==> src/rtl/one_pos_scanner.sv <==
// Sequential set-bit enumerator: accepts a vector, then reports each set bit
// position lowest-first, one beat per handshake, with ordinal and last flag.
module one_pos_scanner #(
    parameter int DATA_W    = 32,
    parameter int POS_W     = 6,
    parameter int EMPTY_POS = 32
) (
    input  logic              clk,
    input  logic              rst_n,
    input  logic              in_valid,
    output logic              in_ready,
    input  logic [DATA_W-1:0] in_data,
    output logic              out_valid,
    input  logic              out_ready,
    output logic [POS_W-1:0]  out_pos,
    output logic [POS_W-1:0]  out_idx,
    output logic              out_last,
    output logic              busy
);

    localparam logic [0:0] IDLE = 1'b0;
    localparam logic [0:0] EMIT = 1'b1;

    logic [0:0]        state;
    logic [DATA_W-1:0] shadow;
    logic [DATA_W-1:0] in_clr;
    logic [DATA_W-1:0] shadow_clr;

    // Priority encode; the highest index is visited first so the lowest wins.
    function automatic logic [POS_W-1:0] lsb_pos(input logic [DATA_W-1:0] v);
        logic [POS_W-1:0] p;
        p = POS_W'(EMPTY_POS);
        for (int i = DATA_W - 1; i >= 0; i--) begin
            if (v[i]) p = POS_W'(i);
        end
        return p;
    endfunction

    // v & (v-1) drops the lowest set bit and leaves zero unchanged.
    function automatic logic [DATA_W-1:0] clr_lsb(input logic [DATA_W-1:0] v);
        return v & (v - DATA_W'(1));
    endfunction

    assign in_clr     = clr_lsb(in_data);
    assign shadow_clr = clr_lsb(shadow);
    assign in_ready   = (state == IDLE);
    assign busy       = (state != IDLE);

    always_ff @(posedge clk or negedge rst_n) begin
        if (!rst_n) begin
            state     <= IDLE;
            shadow    <= '0;
            out_valid <= 1'b0;
            out_pos   <= '0;
            out_idx   <= '0;
            out_last  <= 1'b0;
        end else begin
            case (state)
                IDLE: begin
                    if (in_valid) begin
                        out_pos   <= lsb_pos(in_data);
                        shadow    <= in_clr;
                        out_last  <= (in_clr == '0);
                        out_idx   <= '0;
                        out_valid <= 1'b1;
                        state     <= EMIT;
                    end
                end
                EMIT: begin
                    if (out_ready) begin
                        if (out_last) begin
                            out_valid <= 1'b0;
                            state     <= IDLE;
                        end else begin
                            out_pos  <= lsb_pos(shadow);
                            shadow   <= shadow_clr;
                            out_idx  <= out_idx + POS_W'(1);
                            out_last <= (shadow_clr == '0);
                        end
                    end
                end
                default: state <= IDLE;
            endcase
        end
    end

endmodule

==> config.mk <==
export PLATFORM = sky130hd
export DESIGN_NAME = one_pos_scanner
export DESIGN_NICKNAME = d
export VERILOG_FILES = /design/src/rtl/one_pos_scanner.sv
export SDC_FILE = /design/constraint.sdc
export NUM_CORES = 1
export LEC_CHECK = 0
export BUFFER_PORTS_ARGS = -buffer_cell sky130_fd_sc_hd__buf_2
export CORE_MARGIN = 2
export CORE_UTILIZATION = 45
export DETAILED_ROUTE_END_ITERATION = 8
export MAX_ROUTING_LAYER = met4
export PLACE_DENSITY = 0.66
export SLEW_MARGIN = 20
export SYNTH_ARGS = -nofsm -noshare
export SYNTH_HDL_FRONTEND = slang
export SYNTH_SLANG_ARGS = --single-unit
==> constraint.sdc <==
create_clock -name clk -period 3.2 [get_ports clk]
set_input_delay 0.16 -clock clk [delete_from_list [all_inputs] [get_ports clk]]
set_output_delay 0.16 -clock clk [all_outputs]
set_load 0.005 [all_outputs]
Word level (Yosys, flattened, before mapping)

Index checks and enable logic that the tools add are counted.

Add/sub/neg operators: 3
Multipliers: 0
Divide/modulo/power cells: 0
$lt $le $gt $ge: 0
Equal/unequal tests: 4
Shift operators: 0
Mux-type cells: 88
Bitwise gates (word level): 3
Reductions and logical operators: 5

Operators by type and width:

| kind                                                                  | number |
|---|---|
| 6-bit two-way mux                                                     | 70 |
| 32-bit two-way mux                                                    | 3 |
| 32-bit bitwise AND                                                    | 2 |
| 32-bit zero test                                                      | 2 |
| 32-bit case mux with 2 select lines                                   | 1 |
| 32-bit by 1-bit subtractor with 32-bit output (second input constant) | 2 |
| 6-bit case mux with 2 select lines                                    | 2 |
| 1-bit two-way mux                                                     | 9 |
| 2-bit inequality test (second input constant)                         | 4 |
| 6-bit by 1-bit adder with 6-bit output (second input constant)        | 1 |
| 1-bit case mux with 2 select lines                                    | 3 |
| 3-bit AND reduction                                                   | 2 |
| 2-bit AND reduction                                                   | 1 |
| 1-bit NOT                                                             | 1 |

Flip-flop bits (word level): 47
Bits in latches: 0
Memory bits (writable): 0
Memory bits (read-only): 0
Bits of input ports: 36
Output and inout bits: 16
Logic and storage cells: 109
Memories: 0

Logic depth before layout (Yosys ltp)

Depth in word-level cells: 35
Gate-level depth with buffers: 10
Mapped depth without buffers: 8

Least setup slack after synthesis

Ideal clock, no wire load.

Path kind: reg2reg
Start: reg shadow[10]
End: reg out_last
Library setup time: 77 ps
Arrival: 2589 ps
Required time: 3123 ps
Path slack: 534 ps
Cell stages (with the launch flop): 11
Path buffers: 2
Clock period less this slack: 2666 ps
Cell sequence: dfrtp_1 -> buf_6 -> or4_4 -> buf_6 -> or4_4 -> or3_4 -> a21oi_1 -> a21o_1 -> and3_1 -> a41oi_1 -> a21oi_1

Word-level cells in the longest chain between the ends: 6

Ends and longest elaborated chain:

| item                                          | RTL line | source |
|---|---|---|
| start: declaration                            | 25       | `logic [DATA_W-1:0] shadow;` |
| start signal: assignment                      | 62       | `shadow <= in_clr;` |
| start signal: assignment                      | 76       | `shadow <= shadow_clr;` |
| 32-bit by 1-bit subtractor with 32-bit output | 41       | `return v & (v - DATA_W'(1));` |
| 32-bit bitwise AND (*)                        | 41       |  |
| 32-bit zero test (*)                          | 78       | `out_last <= (shadow_clr == '0);` |
| 1-bit two-way mux (*)                         | 71       | `if (out_last) begin` |
| 1-bit two-way mux (*)                         | 70       | `if (out_ready) begin` |
| 1-bit case mux with 2 select lines (*)        | 58       | `case (state)` |
| end signal: assignment                        | 63       | `out_last <= (in_clr == '0);` |
| end signal: assignment                        | 78       |  |
| end: declaration                              | 17       | `output logic out_last,` |

Mark *: on every way between the ends. The rest lies on a longest branch, timed or not. The select of a mux whose other input is x is not followed.
A chain may end at the register's enable or synchronous reset.

Final worst setup path

Start: reg shadow[11]
End: reg out_last

The elaborated chain is that of the path after synthesis.

==> metrics.txt <==
Post-DP HPWL 7938 um; Syn Nets 487; reg-to-reg critical path startpoint shadow[11]; worst hold path class in -> reg; sequential share of the synthesized area 0.3391; Compound-Gate Fraction of Synth Area 0.3100; syn_area_per_cell 7.543 um^2; Final Setup Violations 0; clock root buffer clkbuf_8; Finished Core Util 0.5278; FF-to-FF End out_last; hold buffers post-CTS 0; Synth Area in Simple Gates 0.2702; Routed WL 10660 um; Layout area overhead 13.38%; postcts setup bufs 0; CTS tree yes; synth unique cells 49; commonest non-fill, non-tap cell in the layout o21ai_0; Clock Pin Slew Worst Setup and Hold Paths 80 ps; flop-to-flop setup slack 290 ps; clk sinks 46; Syn. warnings 0; max-cap check violation count 0; final hold slack 144.6 ps; Final Hold Vio Count 0; cell count of the worst reg-to-reg path 8; Finished Layout Cells 589; total track usage 0.2648; Synth area leaders dfrtp_1 (34%), o21ai_0 (8.3%), a21oi_1 (5.6%), nand2_1 (5.3%), nor2_1 (5.3%); P_leak ~0.0016 uW; layout net count 527; post-synthesis async set-or-reset flop share 1.000; hold worst-path end busy; diode count 0; main combinational cell family by area after synthesis compound AO/OA/AOI/OAI gates; initial core utilization 0.4655; number of synthesized flops with an enable pin 0; DP Cell Count just under 600; CTS resizes 0; Synth Cell Area 3395 um^2; Synth Instances 450; vias in the first global route 3286; initial antenna violation count 0; post-route ant nets 0; required time of the critical path 3430 ps; mux contribution to synthesized area 0; Buf+Inv Stages, Crit Path 0; CORE AREA between 7000 and 8000 um^2; die area 8254 um^2; slowest cell delay on critical path 610 ps; Slowest-stage cell, CP or4_4; die height about 91 um; Row Count 31; f_max 343.4 MHz; Post-Synth XOR/XNOR Area 0.01032; first-pass GRT wire length 17060 um; RSZ-0062 raised after global routing false; Min-Delay Path Depth 4; wire per inst 18.10 um; Final min period about 2900 ps; Max VDD drop 255.9 uV; largest area contributor in the synthesized netlist dfrtp_1; Critical Path End Type flop; initial drt markers ~400; top_reg_cell synth dfrtp_1; most frequent cells in the layout o21ai_0 (56), buf_2 (50), nand2_1 (48), nor2_1 (48), dfrtp_1 (46); CP Class reg -> reg; Worst EP arrival around 3100 ps; maximum fanout along the worst path 8; Die Wd between 90 and 100 um; via/cell ratio 6.306; #FFs+latches synth 46; pwr dens 796.4 nW/um^2; Max Root-Sink Buffers 2; Final Cycle Share 0.9101; Final TNS setup 0 ps; min-delay src out_ready; Worst slew margin 0.5791; largest net degree at the start of global routing 47; Vias between 3000 and 4000; I/O Buffers 51; htree depth 2; actual slew at the worst max-slew pin 625.5 ps; top-area cell type share of the netlist area 0.3391; CP cell instances or4_4 > nor4_4 > nand2_1 > o31ai_1 > o2111ai_1 > nor4_1 > a41oi_1 > a21oi_1; insertion delay to the later sink of the worst-skew pair 300 ps; gpl congestion 0.9618; io pins 52; status complete, no violations; share of layout cells above drive strength 1 0.1633; Post-Synth Adder-Cell Area 0.01843; DRT Pass-1 Iters 5; total chip power 3065 uW; CP startpoint kind flop; Max Clock Skew ~4.3 ps; final slew viol count 0; Residual DRC 0; grt ovf 0; TritonCTS Buffers 5; Crit path max-delay family simple AND/OR/NAND/NOR gates
[Yosys cell counts (8+ instances only)]
cell type	count
o211ai_1	8
inv_1	15
nor2_1	48
nand3_1	17
nor4_1	17
nor3_1	19
clkbuf_1	26
a21oi_1	38
o31ai_1	9
dfrtp_1	46
nand2_1	48
o21ai_0	56
[worst max path at each step]
stage | slack, ps | cells after the start | endpoint | start
global route | 120 | 8 | out_last | shadow[11]
floorplan | 530 | 10 | out_last | shadow[10]
detailed placement | 340 | 8 | out_last | shadow[8]
CTS | 320 | 8 | out_last | shadow[8]
global placement | 480 | 7 | out_last | shadow[8]
finish | 290 | 8 | out_last | shadow[11]
[area by class of cell]
type / count / area (um^2)
tap: 99 / 123.9
fill: 761 / 3443
clock buffer: 6 / 82.58
multi-input combinational: 361 / 2069
clock inverter: 1 / 30.03
timing repair buffer: 61 / 335.3
inverter: 15 / 56.30
sequential: 46 / 1151
[where the power goes]
part	leakage [uW]	switching [uW]	total [uW]	internal (uW)
combinational	0.000931	874	1440	566
clock	0.0000573	194	444	250
sequential	0.000583	363	1180	819
[cells by family (layout without fill, tap and decap cells)]
logic type,Yosys count,in the layout
AOI/OAI and AO/OA,167,167
and+or+nand+nor,184,184
DFF,46,46
buffers and inverters,43,83
adders and majority gates,6,6
xor gates and xnor gates,4,4
[per-stage QoR]
step,instance area [um^2],setup slack (ps)
floorplan,3395,533.7
global placement,3724,479.0
detailed placement,3724,338.4
CTS,3836,315.3
global route,3849,119.0
finish,3849,287.7
[worst register-to-register path, delay by kind of cell (launching register included)]
family          cells  cell delay (ps)
simple gates        4             1620
compound gates      4              760
flops               1              470
[per-layer routing]
metal / GRT usage / vias up / part of all wire
met4: 0.07323 / 0 / 0.020
met1: 0.3925 / 1755 / 0.48
met5: - / - / 0
li1: - / 1778 / -
met2: 0.3850 / 165 / 0.43
met3: 0.02838 / 16 / 0.067
[state kept, by name, indices dropped and copies added, names as in the netlist]
name and flops:
shadow 31, out_idx 6, busy 1, out_pos 6, out_valid 1, out_last 1
Note: power is estimated with default switching activity, not from simulation.
